### src/rtl/hazard_stall_controller_if.sv
// Control bundle between the pipeline datapath and the stall/flush sequencer.
// The slave side is the sequencer; the master side is the datapath.
interface hazard_stall_controller_if #(
  parameter int STALL_CNT_W = 16
);
  logic [4:0]             IDRs;
  logic [4:0]             IDRt;
  logic                   IDUsesRt;
  logic                   EXMemRead;
  logic [4:0]             EXRt;
  logic                   EXMulDivStart;
  logic                   IDBranchTaken;
  logic                   PCWrite;
  logic                   IFIDWrite;
  logic                   IFIDFlush;
  logic                   IDEXWrite;
  logic                   IDEXBubble;
  logic                   EXMEMBubble;
  logic                   MDBusy;
  logic                   MDDone;
  logic [STALL_CNT_W-1:0] StallCount;

  modport slave (
    input  IDRs, IDRt, IDUsesRt, EXMemRead, EXRt, EXMulDivStart, IDBranchTaken,
    output PCWrite, IFIDWrite, IFIDFlush, IDEXWrite, IDEXBubble, EXMEMBubble,
           MDBusy, MDDone, StallCount
  );

  modport master (
    output IDRs, IDRt, IDUsesRt, EXMemRead, EXRt, EXMulDivStart, IDBranchTaken,
    input  PCWrite, IFIDWrite, IFIDFlush, IDEXWrite, IDEXBubble, EXMEMBubble,
           MDBusy, MDDone, StallCount
  );
endinterface

### src/rtl/hazard_stall_controller.sv
// Stall/flush sequencer for the 5-stage pipeline: load-use stalls, branch
// squash in ID and front-end hold while a multi-cycle mult/div occupies EX.
module hazard_stall_controller #(
  parameter int MD_LATENCY  = 4,
  parameter int CNT_W       = 4,
  parameter int STALL_CNT_W = 16
) (
  input logic                     clk,
  input logic                     rst,
  hazard_stall_controller_if.slave bus
);

  typedef enum logic {RUN, MD_BUSY} state_t;

  state_t                 r_state;
  state_t                 w_next_state;
  logic [CNT_W-1:0]       r_cnt;
  logic [CNT_W-1:0]       w_next_cnt;
  logic [STALL_CNT_W-1:0] r_stall_count;
  logic                   w_lu;

  // ALU-to-ALU dependencies are the forwarding unit's job; only a load in EX stalls.
  assign w_lu = bus.EXMemRead && (bus.EXRt != 5'd0) &&
                ((bus.EXRt == bus.IDRs) || (bus.IDUsesRt && (bus.EXRt == bus.IDRt)));

  always_comb begin
    bus.PCWrite     = 1'b1;
    bus.IFIDWrite   = 1'b1;
    bus.IFIDFlush   = 1'b0;
    bus.IDEXWrite   = 1'b1;
    bus.IDEXBubble  = 1'b0;
    bus.EXMEMBubble = 1'b0;
    bus.MDBusy      = 1'b0;
    bus.MDDone      = 1'b0;
    w_next_state    = r_state;
    w_next_cnt      = r_cnt;

    case (r_state)
      RUN: begin
        if (bus.EXMulDivStart) begin
          bus.MDBusy = 1'b1;
          if (MD_LATENCY > 1) begin
            bus.PCWrite     = 1'b0;
            bus.IFIDWrite   = 1'b0;
            bus.IDEXWrite   = 1'b0;
            bus.EXMEMBubble = 1'b1;
            w_next_state    = MD_BUSY;
            w_next_cnt      = CNT_W'(MD_LATENCY - 2);
          end else begin
            bus.MDDone = 1'b1;
          end
        end else if (w_lu) begin
          // Branch is re-resolved next cycle with forwarded data, so no flush yet.
          bus.PCWrite    = 1'b0;
          bus.IFIDWrite  = 1'b0;
          bus.IDEXBubble = 1'b1;
        end else if (bus.IDBranchTaken) begin
          bus.IFIDFlush = 1'b1;
        end
      end
      MD_BUSY: begin
        bus.MDBusy = 1'b1;
        if (r_cnt != '0) begin
          bus.PCWrite     = 1'b0;
          bus.IFIDWrite   = 1'b0;
          bus.IDEXWrite   = 1'b0;
          bus.EXMEMBubble = 1'b1;
          w_next_cnt      = r_cnt - 1'b1;
        end else begin
          bus.MDDone   = 1'b1;
          w_next_state = RUN;
        end
      end
      default: w_next_state = RUN;
    endcase

    if (!rst) begin
      bus.PCWrite     = 1'b0;
      bus.IFIDWrite   = 1'b0;
      bus.IFIDFlush   = 1'b0;
      bus.IDEXWrite   = 1'b0;
      bus.IDEXBubble  = 1'b1;
      bus.EXMEMBubble = 1'b1;
      bus.MDBusy      = 1'b0;
      bus.MDDone      = 1'b0;
    end
  end

  always_ff @(posedge clk or negedge rst) begin
    if (!rst) begin
      r_state <= RUN;
      r_cnt   <= '0;
    end else begin
      r_state <= w_next_state;
      r_cnt   <= w_next_cnt;
    end
  end

  // Saturating count of front-end stall cycles.
  always_ff @(posedge clk or negedge rst) begin
    if (!rst) begin
      r_stall_count <= '0;
    end else if (!bus.PCWrite && (r_stall_count != {STALL_CNT_W{1'b1}})) begin
      r_stall_count <= r_stall_count + 1'b1;
    end
  end

  assign bus.StallCount = r_stall_count;

endmodule

### src/flat_wrapper.sv
// flat-port wrapper written by rule: the top's interface ports become plain ports
module hazard_stall_controller_flat 
#(
  parameter int MD_LATENCY  = 4,
  parameter int CNT_W       = 4,
  parameter int STALL_CNT_W = 16
)
  (clk, rst, bus_IDRs, bus_IDRt, bus_IDUsesRt, bus_EXMemRead, bus_EXRt, bus_EXMulDivStart, bus_IDBranchTaken, bus_PCWrite, bus_IFIDWrite, bus_IFIDFlush, bus_IDEXWrite, bus_IDEXBubble, bus_EXMEMBubble, bus_MDBusy, bus_MDDone, bus_StallCount);
  hazard_stall_controller_if #(.STALL_CNT_W(STALL_CNT_W)) bus_i ();
  input logic clk;
  input logic rst;
  input wire logic [$bits(bus_i.IDRs)-1:0] bus_IDRs;
  input wire logic [$bits(bus_i.IDRt)-1:0] bus_IDRt;
  input wire logic [$bits(bus_i.IDUsesRt)-1:0] bus_IDUsesRt;
  input wire logic [$bits(bus_i.EXMemRead)-1:0] bus_EXMemRead;
  input wire logic [$bits(bus_i.EXRt)-1:0] bus_EXRt;
  input wire logic [$bits(bus_i.EXMulDivStart)-1:0] bus_EXMulDivStart;
  input wire logic [$bits(bus_i.IDBranchTaken)-1:0] bus_IDBranchTaken;
  output wire logic [$bits(bus_i.PCWrite)-1:0] bus_PCWrite;
  output wire logic [$bits(bus_i.IFIDWrite)-1:0] bus_IFIDWrite;
  output wire logic [$bits(bus_i.IFIDFlush)-1:0] bus_IFIDFlush;
  output wire logic [$bits(bus_i.IDEXWrite)-1:0] bus_IDEXWrite;
  output wire logic [$bits(bus_i.IDEXBubble)-1:0] bus_IDEXBubble;
  output wire logic [$bits(bus_i.EXMEMBubble)-1:0] bus_EXMEMBubble;
  output wire logic [$bits(bus_i.MDBusy)-1:0] bus_MDBusy;
  output wire logic [$bits(bus_i.MDDone)-1:0] bus_MDDone;
  output wire logic [$bits(bus_i.StallCount)-1:0] bus_StallCount;
  assign bus_i.IDRs = bus_IDRs;
  assign bus_i.IDRt = bus_IDRt;
  assign bus_i.IDUsesRt = bus_IDUsesRt;
  assign bus_i.EXMemRead = bus_EXMemRead;
  assign bus_i.EXRt = bus_EXRt;
  assign bus_i.EXMulDivStart = bus_EXMulDivStart;
  assign bus_i.IDBranchTaken = bus_IDBranchTaken;
  assign bus_PCWrite = bus_i.PCWrite;
  assign bus_IFIDWrite = bus_i.IFIDWrite;
  assign bus_IFIDFlush = bus_i.IFIDFlush;
  assign bus_IDEXWrite = bus_i.IDEXWrite;
  assign bus_IDEXBubble = bus_i.IDEXBubble;
  assign bus_EXMEMBubble = bus_i.EXMEMBubble;
  assign bus_MDBusy = bus_i.MDBusy;
  assign bus_MDDone = bus_i.MDDone;
  assign bus_StallCount = bus_i.StallCount;
  hazard_stall_controller #(.MD_LATENCY(MD_LATENCY), .CNT_W(CNT_W), .STALL_CNT_W(STALL_CNT_W)) u_core (.clk(clk), .rst(rst), .bus(bus_i));
endmodule
### config.mk
export PLATFORM = sky130hd
export DESIGN_NAME = hazard_stall_controller_flat
export DESIGN_NICKNAME = d
export VERILOG_FILES = /design/src/rtl/hazard_stall_controller_if.sv /design/src/rtl/hazard_stall_controller.sv /design/src/flat_wrapper.sv
export SDC_FILE = /design/constraint.sdc
export NUM_CORES = 1
export LEC_CHECK = 0
export CAP_MARGIN = 25
export CORE_MARGIN = 2
export CORE_UTILIZATION = 27
export DETAILED_ROUTE_END_ITERATION = 8
export GPL_ROUTABILITY_DRIVEN = 0
export GPL_TIMING_DRIVEN = 0
export PLACE_DENSITY = 0.57
export SETUP_SLACK_MARGIN = 0.3
export SYNTH_ARGS = -nofsm -noshare
export SYNTH_HDL_FRONTEND = slang
export SYNTH_SLANG_ARGS = --single-unit
export TNS_END_PERCENT = 5
### constraint.sdc
create_clock -name clk -period 2.1 [get_ports clk]
set_input_delay 0.315 -clock clk [delete_from_list [all_inputs] [get_ports clk]]
set_output_delay 0.315 -clock clk [all_outputs]
set_load 0.005 [all_outputs]
==> impl_results.md <==
* Capturing element type of the critical path: flip-flop
* Filler Cell Count at 450
* Source of the worst register-to-register timing path: u_core.r_cnt[0]
* Final standard cell utilization of the core at 44.3%
* Number of hold violations in the final report at 0
* Share of total power in the clock network at 14.6%
* Count of cell types in the netlist at 34
* Top-level I/O count at 45
* Core Area at 4630 um2
* Global routing met3 resource utilization at 2.07%
* Area growth, synth to finish at 60.5%
* Final #Nets at 220
* Routed wire per std cell at 14.4 um
* Critical register-to-register path endpoint: u_core.bus.StallCount[8]
* Peak-usage layer in the global routing report: met2
* Wire length reported by the detailed router at 3.59 mm
* Max Freq at 500 MHz
* Hold bufs inserted after CTS at 0
* Final cycle utilization of the critical path at 95.3%
* First-pass GRT wire length at 5.83 mm
* Sort of element at the start of the critical path: primary input
* Detailed-route vias per instance at 4.85
* # setup viols final at 0
* Buffer depth of the longest clock path at 2
* YS warnings at 0
* Post-route DRC violation count at 0
* Router iterations before antenna repair at 4
* Fraction of final layout cells with drive strength greater than 1 at 33.7%
* Mean post-synth cell area at 9.75 um2
* Routing usage on met2 at 25.3%
* Die outline width at 72.8 um
* Placed inst area at 1820 um2
* Routed Antenna Nets at 0
* Number of clock sinks at 21
* Global-route usage over all layers at 14.0%
* Clock latency of the later-clocked register in the worst-skew pair at 0.26 ns
* Post-Route Skew at 0.00102 ns
* Final design area excluding fillers at 2050 um2
* Cell Pwr Density at 896 nW/um2
* Internal power component at 1190 uW
* Post-layout minimum cycle time at 2.00 ns
* Adder and majority cell fraction of the synthesized area at 1.96%
* Result of the run: finished, final reports clean
* Unrepaired setup endpoints after global routing: yes
* Slew at the pin closest to its max-slew limit at 0.352 ns
* Die extent in y at 72.8 um
* Vias in the first global route at 1,291
* DIE AREA at 5300 um2
* Final Max Tran Viols at 0
* Setup Total Neg Slack at 0 ns
* Mux share of post-synthesis cell area at 2.55%
* Switching share of power at 35.3%
* Area fraction in and, or, nand and nor cells after synthesis at 27.8%
* Area of combinational cells with multiple inputs at 812 um2
* Initial drt markers at 36
* Critical Path RT at 2.25 ns
* Register share of total power at 35.1%
* Synthesized-area fraction occupied by xor and xnor cells at 16.5%
* Combined flip-flop and latch cell area at 526 um2
* Max transition margin at 76.2%
* Number of core rows at 25
* Max-cap violation count at 0
* Number of clock buffers inserted by TritonCTS at 3
* GR Layer Usage met1 at 16.4%
* Pin count of the biggest net entering global routing at 20
* Combinational family with the most area after synthesis: simple AND/OR/NAND/NOR gates
* Worst min-delay path category: in2async
* Total gr overflow at 0
* Cell chosen for the clock root: clkbuf_8
* Antenna violations before repair at 0
* N_diodes at 0
* Starting density of the core at 27.6%
* TritonCTS clock tree: done
* Peak supply drop at 383 uV
* Pre-CTS setup slack at -0.758 ns
* Number of cell instances on the worst register-to-register path at 10
* CP Data Arrival Time at 2.15 ns
* Count of H-tree levels built during CTS at 1
* Setup WS post-layout at 0.0981 ns
* Clock transition at path regs at 0.08 ns
* Critical path start-end classification: in2reg
* Number of buffers added on ports at 44
* Proportion of power drawn by combinational gates at 50.3%
* Via count of the routed design at 1,213
* Switching power total at 649 uW
* Net count after synthesis at 154
* Final HPWL DP at 2.54 mm
* Crit-path max FO at 3
* Reported leakage power at 0.000963 uW
* Cell area after technology mapping at 1280 um2
* Synth Area in Compound Gates at 5.58%
* Setup slack of the worst register-to-register path at 0.22 ns
* Sequential area share after synthesis at 41.1%
* Yosys reg bits at 21
* Mapped Cells at 131
==> power groups by stage <==
stage / registers (uW) / clock network, uW / logic (uW)
after global placement: 640 / 0 / 711
final: 645 / 268 / 924
after floorplan: 634 / 0 / 401
after detailed placement: 653 / 0 / 738
after global routing: 667 / 294 / 1010
after CTS: 645 / 278 / 877
==> cell usage after synthesis <==
master | number | area, um2
a21oi_1 | 2 | 10.0
o22a_1 | 1 | 8.76
xor2_1 | 20 | 175
dfrtp_1 | 21 | 526
buf_6 | 2 | 22.5
and3b_4 | 1 | 12.5
xnor2_1 | 4 | 35.0
mux2_2 | 2 | 22.5
nand2b_1 | 3 | 18.8
nor2b_1 | 2 | 12.5
nor4b_1 | 2 | 17.5
nand4b_1 | 1 | 8.76
nor3b_1 | 3 | 22.5
nor3_1 | 10 | 50.1
mux2i_1 | 1 | 10.0
o21ai_2 | 1 | 8.76
o31ai_1 | 1 | 7.51
buf_4 | 1 | 7.51
nor4_1 | 1 | 6.26
o2111ai_1 | 1 | 8.76
and4_1 | 1 | 8.76
inv_1 | 6 | 22.5
nand4_1 | 2 | 12.5
nand3_1 | 11 | 55.1
buf_2 | 1 | 5.00
nor4_4 | 2 | 42.5
a21o_1 | 1 | 7.51
and3_1 | 1 | 6.26
or4_1 | 1 | 7.51
nand2_1 | 13 | 48.8
o21ai_0 | 4 | 20.0
or3_1 | 1 | 6.26
ha_1 | 2 | 25.0
nor2_1 | 5 | 18.8
==> worst max path at each step <==
stage	startpoint	slack [ns]	endpoint	cells past startpoint
2_1_floorplan	bus_EXRt[0]	0.30	bus_PCWrite	5
3_3_place_gp	rst	-1.08	bus_PCWrite	5
3_5_place_dp	bus_EXRt[2]	-0.76	bus_PCWrite	8
4_1_cts	u_core.r_cnt[0]	0.15	bus_PCWrite	8
5_1_grt	u_core.r_cnt[0]	0.05	bus_PCWrite	8
6_report	bus_EXRt[4]	0.1	u_core.bus.StallCount[14]	9
==> final cells by class <==
type,count,area share (%)
multi-input combinational,100,39.6
timing repair buffer,61,26.4
sequential,21,25.6
tap,54,3.29
clock buffer,3,2.01
buffer,4,1.71
inverter,6,1.10
clock inverter,1,0.244
==> metrics by stage <==
step / hold slack, ns / total power [uW] / instances
floorplan: 0.0194 / 1040 / 131
global placement: 0.483 / 1350 / 229
detailed placement: 0.486 / 1390 / 230
CTS: 0.00858 / 1800 / 247
global route: 0.00614 / 1980 / 250
finish: 0.00725 / 1840 / 250
==> worst max-delay path: stages <==
cell,delay (ns)
buf_4,0.13
or4_4,0.55
o21ai_4,0.17
a21oi_4,0.06
buf_6,0.12
buf_4,0.12
buf_4,0.13
o2111ai_2,0.20
mux2_2,0.35
==> state kept, by name, summed over array words and instances (netlist names) <==
register               cells
u_core.r_cnt               4
u_core.r_state             1
u_core.bus.StallCount     16
==> routing by layer <==
metal | vias to the layer above | part of all wire [%]
li1 | 585 | -
met1 | 597 | 43
met2 | 25 | 53
met3 | 6 | 2.1
met4 | 0 | 1.9
met5 | - | 0
==> logic make-up (layout without fill, tap and decap cells) <==
| kind of cell | Yosys count | count (layout) |
|---|---|---|
| simple gates | 60 | 60 |
| mux | 3 | 3 |
| flops | 21 | 21 |
| fa+ha+maj | 2 | 2 |
| buf+inv | 10 | 75 |
| xor+xnor | 24 | 24 |
| compound gates | 11 | 11 |
==> what timing repair did <==
item	4_1_cts	5_1_grt
pin swaps	16	7
endpoints found under the setup margin	24	24
buffers inserted	13	3
resized for setup	82	12
==> cells in the final DEF (no fill, tap or decap), drive strengths merged <==
| cell | instances |
|---|---|
| mux2i | 1 |
| dfrtp | 21 |
| mux2 | 2 |
| o22a | 1 |
| dlymetal6s2s | 1 |
| o21ai | 5 |
| o31ai | 1 |
| nor3 | 10 |
| nand3 | 11 |
| clkdlybuf4s15 | 1 |
| and3 | 1 |
| dlygate4sd2 | 7 |
| xor2 | 20 |
| nand4b | 1 |
| o2111ai | 1 |
| clkinv | 1 |
| nand4 | 2 |
| a21oi | 2 |
| clkbuf | 4 |
| buf | 33 |
| and4 | 1 |
| or4 | 1 |
| ha | 2 |
| nor4 | 3 |
| nand2b | 3 |
| xnor2 | 4 |
| clkdlybuf4s50 | 22 |
| a21o | 1 |
| or3 | 1 |
| nand2 | 13 |
| inv | 6 |
| nor2b | 2 |
| nor2 | 5 |
| and3b | 1 |
| nor4b | 2 |
| nor3b | 3 |
Note: power is estimated with default switching activity, not from simulation.
